File: config.mk
export PLATFORM = sky130hd
export DESIGN_NAME = ram_cmd_master
export DESIGN_NICKNAME = d
export VERILOG_FILES = /design/src/rtl/ram_cmd_master.sv
export SDC_FILE = /design/constraint.sdc
export NUM_CORES = 1
export LEC_CHECK = 0
export ABC_AREA = 0
export BUFFER_PORTS_ARGS = -buffer_cell sky130_fd_sc_hd__clkbuf_2
export CAP_MARGIN = 40
export CORE_MARGIN = 2
export CORE_UTILIZATION = 44
export DETAILED_ROUTE_END_ITERATION = 16
export PLACE_DENSITY = 0.7
export SYNTH_ARGS = -nofsm -noshare
export SYNTH_HDL_FRONTEND = slang
export SYNTH_SLANG_ARGS = --single-unit
File: constraint.sdc
create_clock -name clk -period 1.4 [get_ports clk]
set_input_delay 0.07 -clock clk [delete_from_list [all_inputs] [get_ports clk]]
set_output_delay 0.07 -clock clk [all_outputs]
set_load 0.03 [all_outputs]
File: src/rtl/ram_cmd_master.sv
`default_nettype none
`timescale 1ns/1ps
// +----------------------------------------------------------------------------+
// | Module      : ram_cmd_master                                               |
// | Description : Host-side initiator turning single read/write requests into  |
// |               the 10-bit din/rx_valid RAM command sequence and collecting  |
// |               read data from dout/tx_valid. Define ADDR_CACHE_EN to skip   |
// |               address commands that repeat the last issued address.        |
// | Revision    : 1.0 - initial release                                        |
// +----------------------------------------------------------------------------+
module ram_cmd_master #(
    parameter int TIMEOUT = 8
) (
    input  logic       clk,
    input  logic       rst,
    input  logic       req_valid,
    output logic       req_ready,
    input  logic       req_we,
    input  logic [7:0] req_addr,
    input  logic [7:0] req_wdata,
    output logic       rsp_valid,
    output logic       rsp_err,
    output logic [7:0] rsp_rdata,
    output logic [9:0] din,
    output logic       rx_valid,
    input  logic [7:0] dout,
    input  logic       tx_valid
);

    localparam logic [2:0] c_IDLE     = 3'd0;
    localparam logic [2:0] c_WR_ADDR  = 3'd1;
    localparam logic [2:0] c_WR_DATA  = 3'd2;
    localparam logic [2:0] c_RD_ADDR  = 3'd3;
    localparam logic [2:0] c_RD_FETCH = 3'd4;
    localparam logic [2:0] c_RD_WAIT  = 3'd5;
    localparam logic [2:0] c_RSP      = 3'd6;

    localparam logic [7:0] c_TIMEOUT_LAST = 8'(TIMEOUT - 1);

    logic [2:0] r_state;
    logic [2:0] w_state_nxt;
    logic [7:0] r_addr;
    logic [7:0] r_wdata;
    logic [7:0] r_cnt;
    logic       w_timeout;
    logic       w_wr_hit;
    logic       w_rd_hit;
    logic [7:0] w_addr;
    logic [7:0] w_wdata;

    logic [9:0] r_din;
    logic       r_rx_valid;
    logic       r_rsp_valid;
    logic       r_rsp_err;
    logic [7:0] r_rsp_rdata;

    logic [9:0] w_din_nxt;
    logic       w_rx_valid_nxt;
    logic       w_rsp_valid_nxt;
    logic       w_rsp_err_nxt;
    logic [7:0] w_rsp_rdata_nxt;

    // The first command word is registered on the accept edge, so it must
    // come straight from the request rather than the latched copy.
    assign w_addr  = (r_state == c_IDLE) ? req_addr  : r_addr;
    assign w_wdata = (r_state == c_IDLE) ? req_wdata : r_wdata;

    assign req_ready = (r_state == c_IDLE);
    assign din       = r_din;
    assign rx_valid  = r_rx_valid;
    assign rsp_valid = r_rsp_valid;
    assign rsp_err   = r_rsp_err;
    assign rsp_rdata = r_rsp_rdata;

`ifdef ADDR_CACHE_EN
    logic       r_lw_valid;
    logic       r_lr_valid;
    logic [7:0] r_lw_addr;
    logic [7:0] r_lr_addr;

    assign w_wr_hit = r_lw_valid && (r_lw_addr == req_addr);
    assign w_rd_hit = r_lr_valid && (r_lr_addr == req_addr);

    always_ff @(posedge clk or posedge rst) begin
        if (rst) begin
            r_lw_valid <= 1'b0;
            r_lr_valid <= 1'b0;
            r_lw_addr  <= 8'h00;
            r_lr_addr  <= 8'h00;
        end else begin
            if (w_state_nxt == c_WR_ADDR) begin
                r_lw_valid <= 1'b1;
                r_lw_addr  <= w_addr;
            end
            if (w_state_nxt == c_RD_ADDR) begin
                r_lr_valid <= 1'b1;
                r_lr_addr  <= w_addr;
            end else if (w_timeout) begin
                r_lr_valid <= 1'b0;
            end
        end
    end
`else
    assign w_wr_hit = 1'b0;
    assign w_rd_hit = 1'b0;
`endif

    always_ff @(posedge clk or posedge rst) begin
        if (rst) begin
            r_state     <= c_IDLE;
            r_addr      <= 8'h00;
            r_wdata     <= 8'h00;
            r_cnt       <= 8'h00;
            r_din       <= 10'h000;
            r_rx_valid  <= 1'b0;
            r_rsp_valid <= 1'b0;
            r_rsp_err   <= 1'b0;
            r_rsp_rdata <= 8'h00;
        end else begin
            r_state     <= w_state_nxt;
            r_din       <= w_din_nxt;
            r_rx_valid  <= w_rx_valid_nxt;
            r_rsp_valid <= w_rsp_valid_nxt;
            r_rsp_err   <= w_rsp_err_nxt;
            r_rsp_rdata <= w_rsp_rdata_nxt;
            if (r_state == c_IDLE && req_valid) begin
                r_addr  <= req_addr;
                r_wdata <= req_wdata;
            end
            r_cnt <= (r_state == c_RD_WAIT && w_state_nxt == c_RD_WAIT) ? r_cnt + 8'd1 : 8'h00;
        end
    end

    always_comb begin
        w_state_nxt = r_state;
        w_timeout   = 1'b0;
        case (r_state)
            c_IDLE: begin
                if (req_valid) begin
                    if (req_we) begin
                        w_state_nxt = w_wr_hit ? c_WR_DATA : c_WR_ADDR;
                    end else begin
                        w_state_nxt = w_rd_hit ? c_RD_FETCH : c_RD_ADDR;
                    end
                end
            end
            c_WR_ADDR:  w_state_nxt = c_WR_DATA;
            c_WR_DATA:  w_state_nxt = c_RSP;
            c_RD_ADDR:  w_state_nxt = c_RD_FETCH;
            c_RD_FETCH: w_state_nxt = c_RD_WAIT;
            c_RD_WAIT: begin
                // Data arriving on the final count still wins over the timeout.
                if (tx_valid) begin
                    w_state_nxt = c_RSP;
                end else if (r_cnt == c_TIMEOUT_LAST) begin
                    w_state_nxt = c_RSP;
                    w_timeout   = 1'b1;
                end
            end
            c_RSP:      w_state_nxt = c_IDLE;
            default:    w_state_nxt = c_IDLE;
        endcase
    end

    always_comb begin
        w_din_nxt       = 10'h000;
        w_rx_valid_nxt  = 1'b0;
        w_rsp_valid_nxt = 1'b0;
        w_rsp_err_nxt   = 1'b0;
        w_rsp_rdata_nxt = 8'h00;
        case (w_state_nxt)
            c_WR_ADDR: begin
                w_rx_valid_nxt = 1'b1;
                w_din_nxt      = {2'b00, w_addr};
            end
            c_WR_DATA: begin
                w_rx_valid_nxt = 1'b1;
                w_din_nxt      = {2'b01, w_wdata};
            end
            c_RD_ADDR: begin
                w_rx_valid_nxt = 1'b1;
                w_din_nxt      = {2'b10, w_addr};
            end
            c_RD_FETCH: begin
                w_rx_valid_nxt = 1'b1;
                w_din_nxt      = {2'b11, 8'h00};
            end
            c_RSP: begin
                w_rsp_valid_nxt = 1'b1;
                w_rsp_err_nxt   = w_timeout;
                if (r_state == c_RD_WAIT && tx_valid) begin
                    w_rsp_rdata_nxt = dout;
                end
            end
            default: ;
        endcase
    end

endmodule
`default_nettype wire

==> results.json <==
{
  "die-area_sq_um": 4070,
  "gp_congestion": 0.761,
  "cp-startpoint": "r_cnt[6]",
  "syn_area_sq_um": 1580,
  "insertion_delay_ns": 0.34,
  "ys_warn_count": 0,
  "grt_pass1_wl_um": 5870,
  "outcome": "complete, but fails checks",
  "r2r_cells": 3,
  "period_needed_ns": 1.48,
  "die_width_um": 63.8,
  "hold_path.class": "input pin to register",
  "core_area_sq_um": 3390,
  "num_rows": 21,
  "drive_above_1_share_pct": 43.3,
  "timing.final.crit_share_pct": 106,
  "worst_slew_pin_slew_ns": 0.485,
  "synth_top_area_share_pct": 63.5,
  "critPathLaunchType": "register",
  "multiInputGateArea_sq_um": 602,
  "vias_per_cell": 4.83,
  "dp_cells": 230,
  "grt_pass1_vias": 1332,
  "end_kind": "register",
  "grt_use_total_pct": 19.1,
  "rsz0062_at_grt": "yes",
  "drt-initial-drc-count": 82,
  "drv_slew": 0,
  "ys_types": 33,
  "fin_skew_ns": 0.00754,
  "antenna_found_initial": 0,
  "htree_levels": 2,
  "r2r_start": "r_cnt[6]",
  "synth_nets": 154,
  "nets": 253,
  "dp_hpwl_um": 2270,
  "required_ns": 1.64,
  "pwr_density_cell_nw_per_um2": 1630,
  "clkTransAtPathRegs_ns": 0.11,
  "avgSynthCellArea_sq_um": 12.7,
  "cts_tree": "built",
  "path_delay_family": "simple AND/OR/NAND/NOR gates",
  "violations": "negative setup slack",
  "finalHoldViolCount": 0,
  "ys_ff_latch": 40,
  "reg2reg_slack_ns": -0.08,
  "max_freq_mhz": 676,
  "crit_end": "r_state[0]",
  "diodes": 0,
  "synthCells": 124,
  "area_delta_synth_final_pct": 55.0,
  "num_io_pins": 51,
  "stdcell_count": 270,
  "grt_overflow_total": 0,
  "setup_slack_ns": -0.0796,
  "drtAntennaViolNets": 0,
  "max_slew_margin_pct": 67.7,
  "cpPeakStageDelay_ns": 0.58,
  "cp_slowest_cell": "or4b_4",
  "cts-root-buf": "clkbuf_4",
  "initial_utilization_pct": 46.5,
  "path_class": "register to register",
  "crit_chain": "or4b_4 -> o21a_4 -> a21o_1",
  "fin_util_pct": 72.1,
  "path_buf_inv": 0,
  "synth.yosys.seq_area_share_pct": 63.5,
  "grt_max_degree": 41,
  "yosys.area.top_type": "dfrtp_1",
  "p_leak_nw": 1.28,
  "maxCapViolCount": 0,
  "crit_cells": 3,
  "r2r_end": "r_state[0]",
  "synth_top_cells_by_area": "dfrtp_1 (64%), mux2_2 (5.7%), a22o_1 (4.4%), and3_1 (3.6%), nor2_1 (1.7%)",
  "drc": 0,
  "drt_pre_antenna_iters": 4,
  "nFillCells": 238,
  "routedWlPerCell_um": 13.9,
  "totalWireLength_um": 3750,
  "vias": 1304,
  "setup_viol": 11,
  "numCtsBuffers": 5,
  "ir_worst_vdd_mv": 1.04,
  "die_h_um": 63.8,
  "arrival_ns": 1.72,
  "clk_path_buf_depth": 2,
  "register_area_sq_um": 1000,
  "port_buffers": 50,
  "cp_max_fo": 4,
  "cts.sinks": 40
}
-- how the worst min path moves through the flow --
stage / end / slack (ns) / cells after the start / start
3_3_place_gp: din[7] / 0.19 / 3 / rst
2_1_floorplan: rsp_err / 0.14 / 1 / tx_valid
6_report: rsp_err / 0.03 / 2 / tx_valid
5_1_grt: rsp_err / 0.02 / 2 / tx_valid
4_1_cts: rsp_err / 0.02 / 2 / tx_valid
3_5_place_dp: din[6] / 0.19 / 3 / rst
-- report_power, final --
group / leakage, nW / internal [W] / switching, W
registers: 0.527 / 0.00149 / 0.000177
clock network: 0.0326 / 0.000248 / 0.000343
logic: 0.717 / 0.000824 / 0.000916
-- placed cells by master (no fill, tap or decap), drive strengths merged --
cell / n
o21ai: 6
nor3: 2
or3b: 1
and3b: 1
and3: 9
nor2: 7
xor2: 3
a22o: 8
nand2b: 2
nand4: 1
buf: 20
or4b: 1
xnor2: 1
a21o: 1
nor2b: 2
nand2: 6
dlygate4sd3: 27
or3: 3
a21oi: 3
o21a: 1
inv: 4
ha: 1
a22oi: 1
clkbuf: 58
o211ai: 1
mux2: 8
nand3: 4
and2: 1
dfrtp: 40
nor4: 1
-- cell type report --
type                       instances  share of cell area [%]
sequential                        40                    41.0
timing repair buffer              97                    28.9
multi-input combinational         75                    24.6
clock buffer                       8                    2.41
tap                               46                    2.36
inverter                           4                   0.615
-- cell families after synthesis --
logic type,count (synthesis),share of synthesized area (%)
AOI/OAI and AO/OA,21,9.85
xor gates and xnor gates,4,2.22
adders and majority gates,1,0.794
buffers and inverters,9,3.02
DFF,40,63.5
muxes,8,5.72
and+or+nand+nor,41,14.9
-- state kept, by name (all words and copies together), names as in the netlist --
signal / cells
din: 10
r_cnt: 8
r_wdata: 8
rsp_rdata: 8
r_state: 3
rsp_err: 1
rsp_valid: 1
rx_valid: 1
-- stage by stage --
step	instance area (sq um)	total power [W]	worst slack [ns]	hold slack, ns	TNS [ns]
final	2440	0.00399	-0.0796	0.0349	-0.477
after CTS	2370	0.00382	-0.0782	0.0209	-0.444
after global placement	2000	0.00309	-0.0224	0.186	-0.0489
after floorplan	1610	0.00267	-0.290	0.141	-2.44
after global routing	2440	0.00423	-0.115	0.0220	-1.30
after detailed placement	2000	0.00313	-0.0596	0.194	-0.327
-- synthesized netlist by cell type (all sizes together) --
master,number
dfrtp,40
and3,9
a22o,8
mux2,8
nor2,7
nand2,6
o21ai,6
buf,4
inv,4
nand3,4
a21oi,3
or3,3
xor2,3
nand2b,2
nor2b,2
nor3,2
a21o,1
a22oi,1
and2,1
and3b,1
clkbuf,1
ha,1
nand4,1
nor4,1
o211ai,1
o21a,1
or3b,1
or4b,1
xnor2,1
-- repair_timing --
action / 4_1_cts / 5_1_grt
setup buffers: 4 / 0
hold endpoints to repair: 66 / 0
cloned: 0 / 1
hold buffers: 27 / 0
pin swaps: 5 / 4
endpoints found under the setup margin: 19 / 29
gates resized for setup: 3 / 15
-- per-layer routing --
metal	share of wire (%)	track usage, %
met1	40	21.4
met4	2.5	7.88
met2	52	33.3
met5	0	0
met3	5.0	5.99
No activity file was read; power rests on OpenSTA's default activity.
